==> src/rtl/csa_accum_cpa_19.sv <==
// Carry-save frame accumulator behind the 19-bit 4:2 compressor.
// Resolves the redundant pair with a two-cycle split CPA.
module csa_accum_cpa_19 #(
    parameter int WIDTH     = 19,
    parameter int ACC_WIDTH = 24,
    parameter int MAX_BEATS = 16,
    parameter int LO_WIDTH  = 12
) (
    input  logic                 clk,
    input  logic                 reset,
    input  logic                 in_valid,
    output logic                 in_ready,
    input  logic [WIDTH-1:0]     in_c,
    input  logic [WIDTH-1:0]     in_s,
    input  logic                 in_last,
    output logic                 out_valid,
    input  logic                 out_ready,
    output logic [ACC_WIDTH-1:0] out_sum,
    output logic [4:0]           out_beats,
    output logic                 out_trunc
);

    localparam int         HI_WIDTH = ACC_WIDTH - LO_WIDTH;
    localparam logic [4:0] MAX_CNT  = 5'(MAX_BEATS);

    typedef enum logic [2:0] {
        IDLE,
        ACCUM,
        RES_LO,
        RES_HI,
        HOLD
    } state_t;

    state_t state, state_nxt;

    logic [ACC_WIDTH-1:0] acc_s, acc_c;
    logic [ACC_WIDTH-1:0] ext_c, ext_s;
    logic [ACC_WIDTH-1:0] s1, c1, s2, c2;
    logic [4:0]           cnt, cnt_nxt;
    logic [LO_WIDTH-1:0]  lo, lo_nxt;
    logic                 lo_cy, lo_cy_nxt;
    logic [HI_WIDTH-1:0]  hi;
    logic                 accept, close;

    assign in_ready = !reset && (state == IDLE || state == ACCUM);
    assign accept   = in_valid && in_ready;
    assign cnt_nxt  = cnt + 5'd1;
    assign close    = in_last || (cnt_nxt == MAX_CNT);

    assign ext_c = {{(ACC_WIDTH-WIDTH){1'b0}}, in_c};
    assign ext_s = {{(ACC_WIDTH-WIDTH){1'b0}}, in_s};

    // Two 3:2 levels form the 4:2 reduction of {acc_s, acc_c, c, s}
    assign s1 = acc_s ^ acc_c ^ ext_c;
    assign c1 = ((acc_s & acc_c) | (acc_s & ext_c) | (acc_c & ext_c)) << 1;
    assign s2 = s1 ^ c1 ^ ext_s;
    assign c2 = ((s1 & c1) | (s1 & ext_s) | (c1 & ext_s)) << 1;

    assign {lo_cy_nxt, lo_nxt} = {1'b0, acc_s[LO_WIDTH-1:0]}
                               + {1'b0, acc_c[LO_WIDTH-1:0]};

    assign hi = acc_s[ACC_WIDTH-1:LO_WIDTH]
              + acc_c[ACC_WIDTH-1:LO_WIDTH]
              + HI_WIDTH'(lo_cy);

    always_ff @(posedge clk) begin
        if (reset) state <= IDLE;
        else       state <= state_nxt;
    end

    always_comb begin
        state_nxt = state;
        unique case (state)
            IDLE, ACCUM: if (accept) state_nxt = close ? RES_LO : ACCUM;
            RES_LO:      state_nxt = RES_HI;
            RES_HI:      state_nxt = HOLD;
            HOLD:        if (out_ready) state_nxt = IDLE;
            default:     state_nxt = IDLE;
        endcase
    end

    always_ff @(posedge clk) begin
        if (reset) begin
            acc_s     <= '0;
            acc_c     <= '0;
            cnt       <= '0;
            lo        <= '0;
            lo_cy     <= 1'b0;
            out_valid <= 1'b0;
            out_sum   <= '0;
            out_beats <= '0;
            out_trunc <= 1'b0;
        end else begin
            if (accept) begin
                acc_s <= s2;
                acc_c <= c2;
                cnt   <= cnt_nxt;
                if (close) out_trunc <= !in_last;
            end
            if (state == RES_LO) begin
                lo    <= lo_nxt;
                lo_cy <= lo_cy_nxt;
            end
            if (state == RES_HI) begin
                out_sum   <= {hi, lo};
                out_beats <= cnt;
                out_valid <= 1'b1;
            end
            if (state == HOLD && out_ready) begin
                out_valid <= 1'b0;
                acc_s     <= '0;
                acc_c     <= '0;
                cnt       <= '0;
            end
        end
    end

endmodule

==> config.mk <==
export PLATFORM = sky130hd
export DESIGN_NAME = csa_accum_cpa_19
export DESIGN_NICKNAME = d
export VERILOG_FILES = /design/src/rtl/csa_accum_cpa_19.sv
export SDC_FILE = /design/constraint.sdc
export NUM_CORES = 1
export LEC_CHECK = 0
export CORE_UTILIZATION = 69
export CTS_CLUSTER_SIZE = 25
export DETAILED_ROUTE_END_ITERATION = 8
export DONT_BUFFER_PORTS = 1
export GPL_ROUTABILITY_DRIVEN = 0
export HOLD_SLACK_MARGIN = 0.15
export PLACE_DENSITY = 0.87
export REMOVE_ABC_BUFFERS = 1
export SLEW_MARGIN = 20
export SYNTH_ARGS = -nofsm -noshare
export SYNTH_HDL_FRONTEND = slang
export SYNTH_SLANG_ARGS = --single-unit
==> constraint.sdc <==
create_clock -name clk -period 4.82 [get_ports clk]
set_input_delay 0.964 -clock clk [delete_from_list [all_inputs] [get_ports clk]]
set_output_delay 0.964 -clock clk [all_outputs]
set_load 0.05 [all_outputs]
==> Word level (Yosys, flattened, before mapping) <==
Cells that the tools add are included.
{ "totals": {"inputBits": 43, "out_inout_bits": 32, "word_cells": 51, "register_bits": 99} }
{ "classes": {"add_sub_neg": 4, "n_reduce_logical": 12, "n_bitwise": 14, "n_eq_ne": 7, "muxes": 4} }
{ "op_table": {"columns": ["cell", "count"], "rows": [
  ["23-bit by 19-bit AND with 23-bit output", 4],
  ["23-bit OR", 4],
  ["24-bit by 19-bit bitwise XOR with 24-bit output", 2],
  ["24-bit bitwise XOR", 2],
  ["23-bit AND", 2],
  ["12-bit by 12-bit adder with 13-bit output", 1],
  ["12-bit by 1-bit adder with 12-bit output", 1],
  ["12-bit adder", 1],
  ["3-bit one-hot mux with 4 select lines", 1],
  ["3-bit by 2-bit == test with 1-bit output, second input constant", 2],
  ["3-bit two-way mux", 2],
  ["5-bit by 1-bit adder with 5-bit output, second input constant", 1],
  ["5-bit == test, second input constant", 1],
  ["2-bit inequality test, second input constant", 2],
  ["2-bit AND reduction", 2],
  ["2-bit OR reduction", 2],
  ["3-bit by 1-bit == test with 1-bit output, second input constant", 1],
  ["3-bit == test, second input constant", 1],
  ["1-bit logical AND", 3],
  ["3-bit zero test", 1],
  ["1-bit zero test", 2],
  ["1-bit logical OR", 2],
  ["2-bit two-way mux", 1]
]} }

==> Longest topological paths before layout <==
Gate-level depths: netlist of the first run.
{ "logic_depth": {"depth_word": 6, "depth_mapped": 8, "ltp_nobuf": 8} }

==> Worst setup path before layout of the first run <==
Ideal clock, no wire load.
{ "synth_path": {"kind": "input port to output port", "startpoint": "input reset", "endpoint": "output in_ready", "path_buffers": 1, "cell_stages": 2, "arrival_time_ns": 1.773, "required_time_ns": 3.856, "slack_ns": 2.083, "path_cell_list": "clkbuf_1 > nor3_2"} }
{ "synth_via": {"elab_chain_cells": 2} }
{ "synth_lines": {"columns": ["element", "line_no", "text"], "rows": [
  ["start: declaration", "10", "input logic reset,"],
  ["1-bit zero test", "45", "assign in_ready = !reset && (state == IDLE || state == ACCUM);"],
  ["1-bit logical AND", "45", null],
  ["end: declaration", "12", "output logic in_ready,"]
]} }
No other way between the ends.

==> Final worst setup path of the first run <==
{ "layout_path": {"startpoint": "register acc_s[1]", "endpoint": "register lo[11]"} }
{ "layout_via": {"elab_chain_cells": 1} }
{ "layout_lines": {"columns": ["element", "line_no", "text"], "rows": [
  ["start: declaration", "36", "logic [ACC_WIDTH-1:0] acc_s, acc_c;"],
  ["start signal: assignment", "84", "acc_s <= '0;"],
  ["start signal: assignment", "95", "acc_s <= s2;"],
  ["start signal: assignment", "111", "acc_s <= '0;"],
  ["12-bit by 12-bit adder with 13-bit output", "60", "+ {1'b0, acc_c[LO_WIDTH-1:0]};"],
  ["end signal: assignment", "101", "lo <= lo_nxt;"],
  ["end: declaration", "40", "logic [LO_WIDTH-1:0] lo, lo_nxt;"]
]} }
No other way between the ends.
A chain may end at the register's enable or synchronous reset.

==> results of run 1 <==
==> state kept, by name, summed over array words and instances, names as in the netlist <==
register,count
state,3
out_sum,24
acc_c,23
out_beats,5
out_trunc,1
acc_s,24
out_valid,1
lo_cy,1
lo,12
cnt,5
==> power by group <==
| group | switching (mW) | internal [mW] | leakage [nW] | total [mW] |
|---|---|---|---|---|
| registers | 0.0423 | 0.850 | 0.802 | 0.892 |
| clock network | 0.284 | 0.236 | 0.0881 | 0.520 |
| logic | 0.153 | 0.106 | 1.22 | 0.259 |
| total | 0.479 | 1.19 | 2.11 | 1.67 |
==> metrics by stage <==
| step | util (%) | instances | setup slack, ps |
|---|---|---|---|
| 2_1_floorplan | - | 569 | 1490 |
| 4_1_cts | 75.3 | 686 | 2490 |
| 3_3_place_gp | 72.9 | 671 | 2220 |
| 5_1_grt | 75.6 | 687 | 2300 |
| 6_report | 75.6 | 687 | 2480 |
| 3_5_place_dp | 72.9 | 671 | 2130 |
==> final cells by class <==
| cell class | instances | share of cell area (%) |
|---|---|---|
| clock inverters | 5 | 0.988 |
| well taps | 99 | 2.22 |
| flip-flops and latches | 99 | 35.6 |
| clock buffers | 10 | 2.29 |
| inverters | 13 | 0.875 |
| repair buffers | 4 | 0.606 |
| multi-input cells | 457 | 57.5 |
==> how the worst max path moves through the flow <==
| stage | from | end | cells past startpoint | slack, ps |
|---|---|---|---|---|
| 2_1_floorplan | reset | cnt[3] | 5 | 1490 |
| 6_report | acc_s[1] | lo[11] | 7 | 2480 |
| 5_1_grt | acc_s[12] | out_sum[22] | 8 | 2300 |
| 3_5_place_dp | reset | acc_c[15] | 6 | 2130 |
| 3_3_place_gp | reset | acc_s[16] | 6 | 2220 |
| 4_1_cts | reset | acc_s[19] | 6 | 2490 |
==> routing by layer <==
metal  GRT usage (%)  vias to the layer above  share of wire (%)
li1                -                     2000                  -
met4            11.3                        0                1.9
met5               0                        -                  0
met1            35.9                     2028                 43
met3            5.67                       23                5.1
met2            49.8                      109                 50
==> worst max-delay path: cells and delay by family, from the launching register on <==
family                     cells  cell delay (ps)
adders and majority gates      2              650
AOI/OAI and AO/OA              4             1060
DFF                            1              350
and+or+nand+nor                1              190
==> cell families (layout without fill, tap and decap cells) <==
kind of cell    Yosys count  after routing
simple gates            223            223
mux                       1              1
flops                    99             99
fa+ha+maj                71             71
xor+xnor                 16             16
compound gates          146            146
buf+inv                  44             32
==> cell usage in the layout (no fill, tap or decap), types with 6 or more instances in the layout <==
cell      synthesis  layout
nand2_1         157     157
a211oi_1         11      11
nor2_1           20      20
inv_1            13      13
o21ai_0          11      11
dfxtp_1          99      99
a21oi_1          93      93
nand3b_1          6       6
ha_1             29      29
fa_1             42      42
nor3_1            6       6
xnor2_1          11      11
clkbuf_8          0       9
==> qor.csv, run 1 <==
metric,value,unit
outcome,"finished, final reports clean",
fmax,427,MHz
critPathCaptureType,flop,
required,5080,ps
ir_drop,0.179,mV
cap_violations,0,
via_per_inst,6.06,
slowest_delay,410,ps
grt_pass1_vias,4173,
async_reset_ff_share,0,%
core,7370,um2
area_growth,4.14,%
synth-xor-area-share,2.62,%
synth_fa_ha_area_share,22.5,%
ios,75,
finalSetupViolations,0,
synth-compound-area-share,16.3,%
regArea,1980,um2
ff2ff_setup_slack,2480,ps
slew_headroom,29.5,%
clockRootBuffer,clkbuf_8,
n_antenna_cell,0,
reg2reg_from,acc_s[1],
drt_iter0_drc,207,
cp_cell_sequence,ha_1 -> fa_1 -> a21o_1 -> a221oi_2 -> o21bai_1 -> and2_4 -> o41ai_2,
dieArea,8110,um2
dp_hpwl,7.83,mm
synth-simple-area-share,18.1,%
drc,0,
hold_viol,0,
cts.sinks,99,
clockBufferDepth,2,
synth_top_family_by_area,adder cells,
synth.most_common_cell,nand2_1,
worstPathArrival,2600,ps
layout_min_cycle_time,2340,ps
synth_area,5350,um2
hold_start,lo[6],
ys_ff_latch,99,
maxSlewViolCount,0,
min_path_cells,2,
holdBufCountCts,0,
synthDistinctLibCells,51,
finClkSkew,9.84,ps
antenna_left,0,
cts_buffers,9,
r2r_end,lo[11],
ys.warnings.count,0,
synthCells,600,
num_rows,31,
numPortBuffers,0,
crit_fanout,3,
wl,11.3,mm
synth_top_area_cell,dfxtp_1,
worst_pin_slew,1060,ps
multiInputGateArea,3200,um2
drive_gt1_share,4.93,%
synth-edff-count,0,
grt_max_degree,58,
muxShareOfSynthArea,0.187,%
h-tree-depth,3,
hold_class,reg -> reg,
placed_area,5370,um2
power,1.67,mW
crit_type,reg -> reg,
finalCritPeriodShare,48.6,%
dieWidth,90.1,um
ys_seq_area_share,37.0,%
p_leak,2.11,nW
hold_slack,454,ps
synthFlopType,dfxtp_1,
min_delay_worst_endpoint,out_sum[6],
fillers,514,
avgSynthCellArea,8.92,um2
grt_remaining_overflow,0,
power.density,300,nW/um2
cts_tree,done,
initial_utilization,72.6,%
grtUsageTotal,29.0,%
post_cts_resized,0,
drt_pass1_iterations,5,
finish.instance_area,5570,um2
worstRegToRegCells,7,
vias,4160,
clock_latency,360,ps
avgRoutedWirePerCell,16.4,um
synth_area_leaders,"dfxtp_1 37%, fa_1 16%, nand2_1 11%, a21oi_1 8.7%, ha_1 6.8%",
clk_pin_slew_worst_paths,90,ps
cp-start-kind,flop,
cts_setup_buffers,0,
die_h,90.1,um
cpMaxStageDelayCell,fa_1,
synth_common_cells,"157 x nand2_1, 99 x dfxtp_1, 93 x a21oi_1, 42 x fa_1, 29 x ha_1",
synth_top_area_share,37.0,%
grt_pass1_wl,19.0,mm
final.setup.tns,0,ps
antenna_found_initial,0,
nets,698,
rsz0062_at_grt,false,
(Power assumes the default switching activity.)
==> run 2: changes to the inputs <==
Settings changed: CORE_UTILIZATION 69 to 64, PLACE_DENSITY 0.87 to 0.82.
Clock period 4.82 ns to 2.4 ns, I/O delays scaled along.
==> run 2 against run 1 <==
Worst setup slack worse by 2300 ps. Via count increased by 0.24%. Critical path depth increased by 1. Sequential share of layout area is 0.74 points lower. Cell count up 1.5%. Highest routed layer unchanged.
==> qor.csv, run 2 (synthesized netlist as in run 1, its figures left out) <==
metric,value,unit
outcome,"finished, final reports clean",
finClkSkew,8.31,ps
core,7890,um2
crit_type,reg -> reg,
drt_pass1_iterations,5,
critPathCaptureType,flop,
final_common_cell,nand2_1,
drc,0,
cts_tree,done,
clockBufferDepth,2,
clk_pin_slew_worst_paths,90,ps
numPortBuffers,0,
area_growth,6.36,%
worst_pin_slew,694,ps
cts.sinks,99,
antenna_found_initial,0,
dp_hpwl,8.02,mm
cap_violations,0,
power,3.54,mW
placed_area,5440,um2
top_regs,"acc_s (24), out_sum (24), acc_c (23)",
layout_min_cycle_time,2260,ps
fmax,443,MHz
dieArea,8730,um2
cp_cell_sequence,fa_1 -> inv_1 -> fa_1 -> nor2b_2 -> o2111ai_4 -> a211oi_2 -> or3_1 -> a32o_1,
avgRoutedWirePerCell,15.8,um
final.setup.tns,0,ps
dieWidth,93.5,um
grt_pass1_wl,18.6,mm
layout_common_cells,"157 x nand2_1, 99 x dfxtp_1, 93 x a21oi_1",
crit_family,adder cells,
critPathMostFrequentCell,fa_1,
drive_gt1_share,6.39,%
grt_pass1_vias,4228,
clockRootBuffer,clkbuf_8,
hold_viol,0,
grtUsageTotal,26.9,%
power.density,621,nW/um2
utilization,72.2,%
ios,75,
via_per_inst,5.98,
grt_max_degree,54,
crit_buf_inv,1,
nets,704,
grt_remaining_overflow,0,
cpMaxStageDelayCell,fa_1,
required,2650,ps
p_leak,2.17,nW
vias,4170,
cp-start-kind,flop,
worstPathArrival,2510,ps
h-tree-depth,3,
num_rows,32,
crit_fanout,4,
initial_utilization,67.9,%
ir_drop,0.354,mV
antenna_left,0,
finalCritPeriodShare,94.1,%
hold_class,in -> reg,
slowest_delay,450,ps
finalSetupViolations,0,
die_h,93.5,um
wl,11.0,mm
cts_buffers,9,
slew_headroom,53.6,%
n_antenna_cell,0,
maxSlewViolCount,0,
finish.instance_area,5690,um2
rsz0062_at_grt,false,
drt_iter0_drc,181,
clock_latency,350,ps
==> run 2: cell types whose count changed in the layout (fill, tap and decap cells not counted), sizes merged <==
cell | previous run | this run
inv | 13 | 14
clkinv | 2 | 0
buf | 4 | 10
bufinv | 1 | 2
clkbuf | 10 | 11
==> run 2: cell type report <==
class,instances,area [um2]
fill,589,2190
tap,102,128
clock inverter,5,83.8
multi-input combinational,457,3210
clock buffer,11,151
sequential,99,1980
timing repair buffer,10,87.6
inverter,13,48.8
==> run 2: path summary, 6_finish.rpt <==
check / slack (ps) / end / startpoint / cells past startpoint
min reg2reg: 460 / lo[7] / lo[7] / 2
min: 180 / out_sum[5] / reset / 1
max: 140 / out_sum[22] / acc_s[12] / 8
max reg2reg: 140 / out_sum[22] / acc_s[12] / 8
==> run 2: metrics by stage <==
stage | cells | hold slack, ps | setup slack (ps)
finish | 697 | 182 | 141
global placement | 681 | 427 | 211
detailed placement | 681 | 442 | 104
CTS | 697 | 173 | 81.0
global route | 697 | 165 | 4.90
floorplan | 569 | 421 | -443
==> run 2: layer usage <==
metal | up-vias | wire length [um] | GRT usage (%)
li1 | 2017 | - | -
met1 | 1982 | 4540 | 32.9
met2 | 150 | 5440 | 47.0
met3 | 21 | 827 | 4.96
met4 | 0 | 221 | 10.4
met5 | - | 0 | 0
==> run 2: where the power goes <==
part	switching [mW]	total (mW)	internal, mW
clock network	0.574	1.22	0.648
logic	0.304	0.523	0.220
registers	0.0836	1.79	1.71
total	0.961	3.54	2.57
==> run 2: what timing repair did <==
item                       CTS  global route
resized for setup            0             3
setup endpoints to repair    0             1
hold buffers                 0             0
setup buffers                0             0
